### config.mk
export PLATFORM = sky130hd
export DESIGN_NAME = self_output_sched_flat
export DESIGN_NICKNAME = d
export VERILOG_FILES = /design/src/rtl/self_output_sched_if.sv /design/src/rtl/self_output_sched.sv /design/src/flat_wrapper.sv
export SDC_FILE = /design/constraint.sdc
export NUM_CORES = 1
export LEC_CHECK = 0
export ABC_CLOCK_PERIOD_IN_PS = 7900
export CORE_MARGIN = 3
export CORE_UTILIZATION = 52
export CTS_BUF_LIST = sky130_fd_sc_hd__clkbuf_8
export CTS_CLUSTER_SIZE = 10
export DETAILED_ROUTE_END_ITERATION = 10
export PLACE_DENSITY_LB_ADDON = 0.1
export SLEW_MARGIN = 10
export SYNTH_ARGS = -nofsm -noshare
export SYNTH_HDL_FRONTEND = slang
export SYNTH_SLANG_ARGS = --single-unit
export TNS_END_PERCENT = 30
### constraint.sdc
create_clock -name clk -period 7.9 [get_ports clk]
set_clock_uncertainty 0.15 [all_clocks]
set_input_delay 1.58 -clock clk [delete_from_list [all_inputs] [get_ports clk]]
set_output_delay 1.58 -clock clk [all_outputs]
set_load 0.03 [all_outputs]
### src/rtl/self_output_sched_if.sv
// self_output_sched_if
//   Handshake and pulse signals between the self-output sequencer and the
//   three resources it drives.
//   dma_cmd_valid/ready      : DMA command handshake
//   dma_cmd_addr/len/wr/buf  : command fields (DDR byte address, byte count,
//                              direction 1 = write, on-chip buffer select)
//   dma_done/dma_err         : one-cycle DMA completion / error pulses
//   mm_start/mm_tile/mm_done : matmul tile launch, tile index, completion
//   ln_start/ln_done         : layernorm launch and completion
//   master = sequencer side, slave = engine side.
interface self_output_sched_if;
   logic        dma_cmd_valid;
   logic        dma_cmd_ready;
   logic [63:0] dma_cmd_addr;
   logic [31:0] dma_cmd_len;
   logic        dma_cmd_wr;
   logic [1:0]  dma_cmd_buf;
   logic        dma_done;
   logic        dma_err;
   logic        mm_start;
   logic [7:0]  mm_tile;
   logic        mm_done;
   logic        ln_start;
   logic        ln_done;

   modport master (
      output dma_cmd_valid, dma_cmd_addr, dma_cmd_len, dma_cmd_wr, dma_cmd_buf,
      output mm_start, mm_tile, ln_start,
      input  dma_cmd_ready, dma_done, dma_err, mm_done, ln_done
   );

   modport slave (
      input  dma_cmd_valid, dma_cmd_addr, dma_cmd_len, dma_cmd_wr, dma_cmd_buf,
      input  mm_start, mm_tile, ln_start,
      output dma_cmd_ready, dma_done, dma_err, mm_done, ln_done
   );
endinterface

### src/rtl/self_output_sched.sv
// self_output_sched
//   Top-level sequencer for the self-output layer:
//   LayerNorm(attention_output x W_self_output + bias + residual).
//   Loads activations and residual, streams the weight matrix through the
//   matmul engine one column tile at a time, runs layernorm, then stores the
//   result to DDR.
// Ports
//   clk, rstn_pl          : clock, asynchronous active-low reset
//   start                 : run request, rising-edge detected
//   done, error           : sticky run status
//   addr_*                : DDR byte addresses (latched at launch)
//   requant_*             : requant values (latched at launch, driven on cfg_*)
//   cfg_*                 : latched requant values for the engines
//   bus                   : DMA / matmul / layernorm handshakes (master side)
module self_output_sched #(
   parameter int unsigned TOKENS  = 32,
   parameter int unsigned EMBED   = 768,
   parameter int unsigned TILE_N  = 64,
   parameter int unsigned TIMEOUT = 1_000_000
) (
   input  logic                       clk,
   input  logic                       rstn_pl,
   input  logic                       start,
   output logic                       done,
   output logic                       error,
   input  logic [63:0]                addr_attn_output,
   input  logic [63:0]                addr_weight,
   input  logic [63:0]                addr_residual,
   input  logic [63:0]                addr_output,
   input  logic [31:0]                requant_m_mm,
   input  logic [7:0]                 requant_e_mm,
   input  logic [31:0]                requant_m_ln,
   input  logic [7:0]                 requant_e_ln,
   output logic [31:0]                cfg_m_mm,
   output logic [7:0]                 cfg_e_mm,
   output logic [31:0]                cfg_m_ln,
   output logic [7:0]                 cfg_e_ln,
   self_output_sched_if.master        bus
);

   localparam int unsigned NT        = EMBED / TILE_N;
   localparam logic [31:0] ACT_LEN   = 32'(TOKENS * EMBED);
   localparam logic [31:0] WT_LEN    = 32'(EMBED * TILE_N);
   localparam logic [63:0] WT_STRIDE = 64'(EMBED * TILE_N);
   localparam logic [7:0]  LAST_TILE = 8'(NT - 1);
   localparam logic [31:0] TMO_LAST  = 32'(TIMEOUT - 1);

   localparam logic [3:0] StIdle   = 4'd0;
   localparam logic [3:0] StLdAct  = 4'd1;
   localparam logic [3:0] StWtAct  = 4'd2;
   localparam logic [3:0] StLdRes  = 4'd3;
   localparam logic [3:0] StWtRes  = 4'd4;
   localparam logic [3:0] StLdW    = 4'd5;
   localparam logic [3:0] StWtW    = 4'd6;
   localparam logic [3:0] StMm     = 4'd7;
   localparam logic [3:0] StMmWait = 4'd8;
   localparam logic [3:0] StLn     = 4'd9;
   localparam logic [3:0] StLnWait = 4'd10;
   localparam logic [3:0] StStOut  = 4'd11;
   localparam logic [3:0] StWtOut  = 4'd12;
   localparam logic [3:0] StDone   = 4'd13;
   localparam logic [3:0] StErr    = 4'd14;

   logic [3:0]  state_q, state_d;
   logic [7:0]  tile_q, tile_d;
   logic [31:0] tmo_q, tmo_d;
   logic        start_q;
   logic        launch, accept, waiting, tmo_hit;

   logic [63:0] attn_q, attn_d, wt_q, wt_d, res_q, res_d, out_q, out_d;
   logic [31:0] m_mm_q, m_mm_d, m_ln_q, m_ln_d;
   logic [7:0]  e_mm_q, e_mm_d, e_ln_q, e_ln_d;

   logic        cmd_valid_q, cmd_valid_d;
   logic [63:0] cmd_addr_q, cmd_addr_d;
   logic [31:0] cmd_len_q, cmd_len_d;
   logic        cmd_wr_q, cmd_wr_d;
   logic [1:0]  cmd_buf_q, cmd_buf_d;
   logic        mm_start_q, mm_start_d;
   logic [7:0]  mm_tile_q, mm_tile_d;
   logic        ln_start_q, ln_start_d;
   logic        done_q, done_d;
   logic        error_q, error_d;

   assign launch  = start & ~start_q &
                    ((state_q == StIdle) || (state_q == StDone) || (state_q == StErr));
   assign accept  = cmd_valid_q & bus.dma_cmd_ready;
   assign tmo_hit = (tmo_q == TMO_LAST);

   // Every state that sits waiting on an external event is covered by the timeout,
   // including command states stalled on dma_cmd_ready.
   always_comb begin
      case (state_q)
         StLdAct, StWtAct, StLdRes, StWtRes, StLdW, StWtW,
         StMmWait, StLnWait, StStOut, StWtOut: waiting = 1'b1;
         default:                              waiting = 1'b0;
      endcase
   end

   always_comb begin
      state_d = state_q;
      tile_d  = tile_q;
      case (state_q)
         StIdle, StDone, StErr: begin
            if (launch) begin
               state_d = StLdAct;
               tile_d  = '0;
            end
         end
         StLdAct: if (accept) state_d = StWtAct;
         StLdRes: if (accept) state_d = StWtRes;
         StLdW:   if (accept) state_d = StWtW;
         StStOut: if (accept) state_d = StWtOut;
         // Error wins over a simultaneous done.
         StWtAct: begin
            if (bus.dma_err)       state_d = StErr;
            else if (bus.dma_done) state_d = StLdRes;
         end
         StWtRes: begin
            if (bus.dma_err)       state_d = StErr;
            else if (bus.dma_done) state_d = StLdW;
         end
         StWtW: begin
            if (bus.dma_err)       state_d = StErr;
            else if (bus.dma_done) state_d = StMm;
         end
         StWtOut: begin
            if (bus.dma_err)       state_d = StErr;
            else if (bus.dma_done) state_d = StDone;
         end
         StMm: state_d = StMmWait;
         StMmWait: begin
            if (bus.mm_done) begin
               if (tile_q == LAST_TILE) begin
                  state_d = StLn;
               end else begin
                  tile_d  = tile_q + 8'd1;
                  state_d = StLdW;
               end
            end
         end
         StLn:     state_d = StLnWait;
         StLnWait: if (bus.ln_done) state_d = StStOut;
         default:  state_d = StIdle;
      endcase
      // Still waiting on the last allowed cycle: abort.
      if (waiting && (state_d == state_q) && tmo_hit) state_d = StErr;
   end

   // Counter is zero on the first cycle of each waiting state.
   assign tmo_d = (waiting && (state_d == state_q)) ? tmo_q + 32'd1 : '0;

   always_comb begin
      attn_d = attn_q;
      wt_d   = wt_q;
      res_d  = res_q;
      out_d  = out_q;
      m_mm_d = m_mm_q;
      e_mm_d = e_mm_q;
      m_ln_d = m_ln_q;
      e_ln_d = e_ln_q;
      if (launch) begin
         attn_d = addr_attn_output;
         wt_d   = addr_weight;
         res_d  = addr_residual;
         out_d  = addr_output;
         m_mm_d = requant_m_mm;
         e_mm_d = requant_e_mm;
         m_ln_d = requant_m_ln;
         e_ln_d = requant_e_ln;
      end
   end

   // Outputs are registered copies of what the next state wants, so they line up
   // with the state they belong to.
   always_comb begin
      cmd_valid_d = 1'b0;
      cmd_addr_d  = cmd_addr_q;
      cmd_len_d   = cmd_len_q;
      cmd_wr_d    = cmd_wr_q;
      cmd_buf_d   = cmd_buf_q;
      case (state_d)
         StLdAct: begin
            cmd_valid_d = 1'b1;
            cmd_addr_d  = attn_d;
            cmd_len_d   = ACT_LEN;
            cmd_wr_d    = 1'b0;
            cmd_buf_d   = 2'd0;
         end
         StLdRes: begin
            cmd_valid_d = 1'b1;
            cmd_addr_d  = res_d;
            cmd_len_d   = ACT_LEN;
            cmd_wr_d    = 1'b0;
            cmd_buf_d   = 2'd1;
         end
         StLdW: begin
            cmd_valid_d = 1'b1;
            cmd_addr_d  = wt_d + 64'(tile_d) * WT_STRIDE;
            cmd_len_d   = WT_LEN;
            cmd_wr_d    = 1'b0;
            cmd_buf_d   = 2'd2;
         end
         StStOut: begin
            cmd_valid_d = 1'b1;
            cmd_addr_d  = out_d;
            cmd_len_d   = ACT_LEN;
            cmd_wr_d    = 1'b1;
            cmd_buf_d   = 2'd3;
         end
         default: ;
      endcase
      mm_start_d = (state_d == StMm);
      mm_tile_d  = mm_start_d ? tile_d : mm_tile_q;
      ln_start_d = (state_d == StLn);
      done_d     = (state_d == StDone);
      error_d    = (state_d == StErr);
   end

   always_ff @(posedge clk or negedge rstn_pl) begin
      if (!rstn_pl) begin
         state_q     <= StIdle;
         tile_q      <= '0;
         tmo_q       <= '0;
         start_q     <= 1'b0;
         attn_q      <= '0;
         wt_q        <= '0;
         res_q       <= '0;
         out_q       <= '0;
         m_mm_q      <= '0;
         e_mm_q      <= '0;
         m_ln_q      <= '0;
         e_ln_q      <= '0;
         cmd_valid_q <= 1'b0;
         cmd_addr_q  <= '0;
         cmd_len_q   <= '0;
         cmd_wr_q    <= 1'b0;
         cmd_buf_q   <= '0;
         mm_start_q  <= 1'b0;
         mm_tile_q   <= '0;
         ln_start_q  <= 1'b0;
         done_q      <= 1'b0;
         error_q     <= 1'b0;
      end else begin
         state_q     <= state_d;
         tile_q      <= tile_d;
         tmo_q       <= tmo_d;
         start_q     <= start;
         attn_q      <= attn_d;
         wt_q        <= wt_d;
         res_q       <= res_d;
         out_q       <= out_d;
         m_mm_q      <= m_mm_d;
         e_mm_q      <= e_mm_d;
         m_ln_q      <= m_ln_d;
         e_ln_q      <= e_ln_d;
         cmd_valid_q <= cmd_valid_d;
         cmd_addr_q  <= cmd_addr_d;
         cmd_len_q   <= cmd_len_d;
         cmd_wr_q    <= cmd_wr_d;
         cmd_buf_q   <= cmd_buf_d;
         mm_start_q  <= mm_start_d;
         mm_tile_q   <= mm_tile_d;
         ln_start_q  <= ln_start_d;
         done_q      <= done_d;
         error_q     <= error_d;
      end
   end

   assign done              = done_q;
   assign error             = error_q;
   assign cfg_m_mm          = m_mm_q;
   assign cfg_e_mm          = e_mm_q;
   assign cfg_m_ln          = m_ln_q;
   assign cfg_e_ln          = e_ln_q;
   assign bus.dma_cmd_valid = cmd_valid_q;
   assign bus.dma_cmd_addr  = cmd_addr_q;
   assign bus.dma_cmd_len   = cmd_len_q;
   assign bus.dma_cmd_wr    = cmd_wr_q;
   assign bus.dma_cmd_buf   = cmd_buf_q;
   assign bus.mm_start      = mm_start_q;
   assign bus.mm_tile       = mm_tile_q;
   assign bus.ln_start      = ln_start_q;

endmodule
### src/flat_wrapper.sv
// flat-port wrapper written by rule: the top's interface ports become plain ports
module self_output_sched_flat 
#(
   parameter int unsigned TOKENS  = 32,
   parameter int unsigned EMBED   = 768,
   parameter int unsigned TILE_N  = 64,
   parameter int unsigned TIMEOUT = 1_000_000
)
  (clk, rstn_pl, start, done, error, addr_attn_output, addr_weight, addr_residual, addr_output, requant_m_mm, requant_e_mm, requant_m_ln, requant_e_ln, cfg_m_mm, cfg_e_mm, cfg_m_ln, cfg_e_ln, bus_dma_cmd_valid, bus_dma_cmd_addr, bus_dma_cmd_len, bus_dma_cmd_wr, bus_dma_cmd_buf, bus_mm_start, bus_mm_tile, bus_ln_start, bus_dma_cmd_ready, bus_dma_done, bus_dma_err, bus_mm_done, bus_ln_done);
  self_output_sched_if bus_i ();
  input  logic clk;
  input  logic rstn_pl;
  input  logic start;
  output logic done;
  output logic error;
  input  logic [63:0] addr_attn_output;
  input  logic [63:0] addr_weight;
  input  logic [63:0] addr_residual;
  input  logic [63:0] addr_output;
  input  logic [31:0] requant_m_mm;
  input  logic [7:0] requant_e_mm;
  input  logic [31:0] requant_m_ln;
  input  logic [7:0] requant_e_ln;
  output logic [31:0] cfg_m_mm;
  output logic [7:0] cfg_e_mm;
  output logic [31:0] cfg_m_ln;
  output logic [7:0] cfg_e_ln;
  output wire logic [$bits(bus_i.dma_cmd_valid)-1:0] bus_dma_cmd_valid;
  output wire logic [$bits(bus_i.dma_cmd_addr)-1:0] bus_dma_cmd_addr;
  output wire logic [$bits(bus_i.dma_cmd_len)-1:0] bus_dma_cmd_len;
  output wire logic [$bits(bus_i.dma_cmd_wr)-1:0] bus_dma_cmd_wr;
  output wire logic [$bits(bus_i.dma_cmd_buf)-1:0] bus_dma_cmd_buf;
  output wire logic [$bits(bus_i.mm_start)-1:0] bus_mm_start;
  output wire logic [$bits(bus_i.mm_tile)-1:0] bus_mm_tile;
  output wire logic [$bits(bus_i.ln_start)-1:0] bus_ln_start;
  input wire logic [$bits(bus_i.dma_cmd_ready)-1:0] bus_dma_cmd_ready;
  input wire logic [$bits(bus_i.dma_done)-1:0] bus_dma_done;
  input wire logic [$bits(bus_i.dma_err)-1:0] bus_dma_err;
  input wire logic [$bits(bus_i.mm_done)-1:0] bus_mm_done;
  input wire logic [$bits(bus_i.ln_done)-1:0] bus_ln_done;
  assign bus_dma_cmd_valid = bus_i.dma_cmd_valid;
  assign bus_dma_cmd_addr = bus_i.dma_cmd_addr;
  assign bus_dma_cmd_len = bus_i.dma_cmd_len;
  assign bus_dma_cmd_wr = bus_i.dma_cmd_wr;
  assign bus_dma_cmd_buf = bus_i.dma_cmd_buf;
  assign bus_mm_start = bus_i.mm_start;
  assign bus_mm_tile = bus_i.mm_tile;
  assign bus_ln_start = bus_i.ln_start;
  assign bus_i.dma_cmd_ready = bus_dma_cmd_ready;
  assign bus_i.dma_done = bus_dma_done;
  assign bus_i.dma_err = bus_dma_err;
  assign bus_i.mm_done = bus_mm_done;
  assign bus_i.ln_done = bus_ln_done;
  self_output_sched #(.TOKENS(TOKENS), .EMBED(EMBED), .TILE_N(TILE_N), .TIMEOUT(TIMEOUT)) u_core (.clk(clk), .rstn_pl(rstn_pl), .start(start), .done(done), .error(error), .addr_attn_output(addr_attn_output), .addr_weight(addr_weight), .addr_residual(addr_residual), .addr_output(addr_output), .requant_m_mm(requant_m_mm), .requant_e_mm(requant_e_mm), .requant_m_ln(requant_m_ln), .requant_e_ln(requant_e_ln), .cfg_m_mm(cfg_m_mm), .cfg_e_mm(cfg_e_mm), .cfg_m_ln(cfg_m_ln), .cfg_e_ln(cfg_e_ln), .bus(bus_i));
endmodule
==> flow_summary.ini <==
[drt]
drc = 0
wire_per_inst_um = 20.6
drt_iter0_markers = 1953
ant_nets = 0
wirelength_um = 75300
viasPerCell = 5.48
vias = 20000
first_pass_iters = 6

[synthesis]
synth_edf_count = 0
synth_common_cells = nand2_1, dfrtp_1, nor2_1
ys_ff_latch = 464
ys_warn_count = 0
synthFlopType = dfrtp_1
yosysTopAreaCell = dfrtp_1
syn_area_per_cell_um2 = 8.68
yosysMostFrequentCell = nand2_1
netlist-cell-type-count = 83
syn-instance-count = 2572
yosys.area.top_type_share_pct = 52.0
ys_async_sr_fraction_pct = 100
syn_area_um2 = 22300
synth.area.top_cells = dfrtp_1, nand2_1, mux2i_1
ys_seq_area_share_pct = 52.0

[layout]
multi_input_area_um2 = 9840
fin_nets = 3408
drive_gt1_share_pct = 5.84
regArea_um2 = 11600
final.fill_count = 3393
area_delta_synth_final_pct = 30.6

[global_routing]
antenna_found_initial = 14
grt_max_degree = 218
grt_pass1_wl_um = 113000
track_usage_pct = 32.5
grt_pass1_vias = 19700
overflow = 0

[clock_network]
cts.path.max_buffers = 3
holdBufCountCts = 0
cts_tree = built
clkTransAtPathRegs_ns = 0.06
htreeDepth = 3
postCtsSetupBuffers = 0
ctsResizeCount = 0
numCtsBuffers = 81
root_buffer = clkbuf_8
numClockSinks = 464
clk_latency_ns = 0.64

[floorplan]
die-area_um2 = 45400
core_area_um2 = 42100
ios = 536
die_width_um = 213
row_count = 75
start_util_pct = 53.0
die_y_um = 213

[critical_path]
critical_path.max_stage_delay_ns = 0.68
critical_path_class = in -> reg
reg2reg_slack_ns = 1.42
crit_arrival_ns = 7.28
cp_top_family = compound AO/OA/AOI/OAI gates
start_kind = input port
end_kind = register
crit_fanout = 7
cp.required_ns = 8.25
slowest_stage = a2111oi_4
crit_chain = clkdlybuf4s50_1 > nor2b_1 > o31a_2 > nor2_1 > a21o_1 > nand2_1 > o21ai_0 > ha_1 > fa_1 > a21oi_1 > nor2_1 > nor2_1 > o21bai_1 > a21oi_1 > xnor2_1 > ha_1 > and3_1 > o2111ai_1 > a2111oi_4 > nand4_1 > xnor2_1 > a221oi_1 > a21oi_1
path_buf_inv = 1

[power]
leakage_nw = 14.0
ir_drop_v = 0.000448
p_per_area_nw_per_um2 = 420

[timing]
relSlewSlack_pct = 24.2
worstMarginPinSlew_ns = 1.12
max_freq_mhz = 144
fin_crit_ns = 6.93
finalSetupTns_ns = 0
final.period_utilization_pct = 87.7
drv_slew = 0
setup_viol = 0
rsz0062_at_grt = false
setup_slack_ns = 0.972
hold_viol = 0

[placed_design]
port_buffers = 506
gp_congestion = 0.934
post-dp-hpwl_um = 53400
dp_slack_ns = 0.389

[status]
status = complete, no violations

[flow_run]
cap_viol_max_count = 0

[min_path]
hold_class = reg -> reg
-- layer usage --
metal	track usage [%]	up-vias	wire, um
li1	-	9376	-
met1	43.1	9668	30800
met2	51.3	767	35500
met3	7.88	154	6120
met4	14.2	10	2770
met5	0	-	55
-- placed cells by master, fill, tap and decap left out, types with 5 or more instances in the layout --
master / synthesis / layout
nand3b_1: 5 / 5
and4_1: 7 / 7
mux2i_1: 70 / 70
clkinv_2: 0 / 9
nor2b_1: 6 / 6
dfrtp_1: 464 / 464
nand4_1: 23 / 23
nor2_1: 150 / 150
inv_1: 31 / 52
a31oi_1: 21 / 21
ha_1: 20 / 20
nand2_1: 1093 / 1093
xnor2_1: 48 / 48
conb_1: 1 / 29
nand3_1: 69 / 67
clkbuf_8: 0 / 101
nor4_1: 10 / 10
nor3_1: 30 / 30
o211ai_1: 6 / 6
o21ai_1: 12 / 12
nand2b_1: 7 / 7
o22ai_1: 7 / 7
a211oi_1: 13 / 13
o21ai_0: 54 / 54
a221oi_1: 21 / 21
a21oi_1: 58 / 58
o211a_1: 14 / 14
diode_2: 0 / 11
buf_4: 36 / 15
mux2_2: 11 / 11
a21o_1: 10 / 10
a41oi_1: 5 / 5
xor2_1: 33 / 33
clkdlybuf4s50_1: 0 / 505
and3_1: 18 / 17
-- sequential cells by signal, indices dropped and copies added, names as in the netlist --
| name | cells |
|---|---|
| u_core.cfg_e_mm | 8 |
| u_core.tmo_q | 32 |
| u_core.bus.mm_tile | 8 |
| u_core.error | 1 |
| u_core.wt_q | 64 |
| u_core.bus.mm_start | 1 |
| u_core.res_q | 64 |
| u_core.attn_q | 64 |
| u_core.out_q | 64 |
| u_core.bus.dma_cmd_len | 3 |
| u_core.bus.dma_cmd_wr | 1 |
| u_core.state_q | 4 |
| u_core.bus.ln_start | 1 |
| u_core.cfg_m_mm | 32 |
| u_core.tile_q | 8 |
| u_core.bus.dma_cmd_valid | 1 |
| u_core.done | 1 |
| u_core.bus.dma_cmd_addr | 64 |
| u_core.bus.dma_cmd_buf | 2 |
| u_core.cfg_m_ln | 32 |
| u_core.start_q | 1 |
| u_core.cfg_e_ln | 8 |
-- logic make-up (layout without fill, tap and decap cells) --
| group | after synthesis | after routing | synth area share (%) |
|---|---|---|---|
| fa+ha+maj | 22 | 22 | 1.30 |
| buf+inv | 199 | 696 | 4.51 |
| xor+xnor | 81 | 81 | 3.18 |
| simple gates | 1448 | 1448 | 26.6 |
| mux | 81 | 81 | 3.69 |
| compound gates | 276 | 276 | 8.71 |
| flops | 464 | 464 | 52.0 |
| other cells | 1 | 40 | 0.0168 |
-- tightest hold or removal path: stages, from the launching register on --
cell,delay [ns]
dfrtp_1,0.34
nand2_1,0.05
nand2_1,0.05
-- per-stage QoR --
step	cells	hold WS (ns)	total power (W)	util, %	area (um^2)
2_1_floorplan	2600	0.283	0.00774	-	22400
3_3_place_gp	3498	0.300	0.00984	65.3	27500
3_5_place_dp	3498	0.305	0.00998	65.3	27500
4_1_cts	3636	0.321	0.0122	69.1	29100
5_1_grt	3643	0.337	0.0130	69.2	29100
6_report	3647	0.320	0.0122	69.2	29200
-- power by group --
part | switching (W) | internal [W] | total (W)
Combinational | 0.00398 | 0.00215 | 0.00613
Clock | 0.00101 | 0.00122 | 0.00222
Sequential | 0.000516 | 0.00337 | 0.00388
-- final cells by class --
class                      count  share of cell area, %
sequential                   464                   39.8
multi-input combinational   1937                   33.7
timing repair buffer         525                   18.0
clock buffer                 101                   4.77
tap                          539                   2.31
clock inverter                37                  0.785
inverter                      33                  0.425
antenna                       11                 0.0944
-- path summary, 6_finish.rpt --
kind / from / end / cells after the start
setup / recovery: start / u_core.bus.dma_cmd_addr[63] / 23
setup reg to reg: u_core.state_q[1] / u_core.bus.dma_cmd_addr[63] / 22
min in group asynchronous: rstn_pl / u_core.out_q[55] / 1
hold reg to reg: u_core.cfg_e_mm[1] / u_core.cfg_e_mm[1] / 2
max in group asynchronous: rstn_pl / u_core.bus.dma_cmd_addr[40] / 2
hold / removal: u_core.cfg_e_mm[1] / u_core.cfg_e_mm[1] / 2
Note: power is estimated with default switching activity, not from simulation.
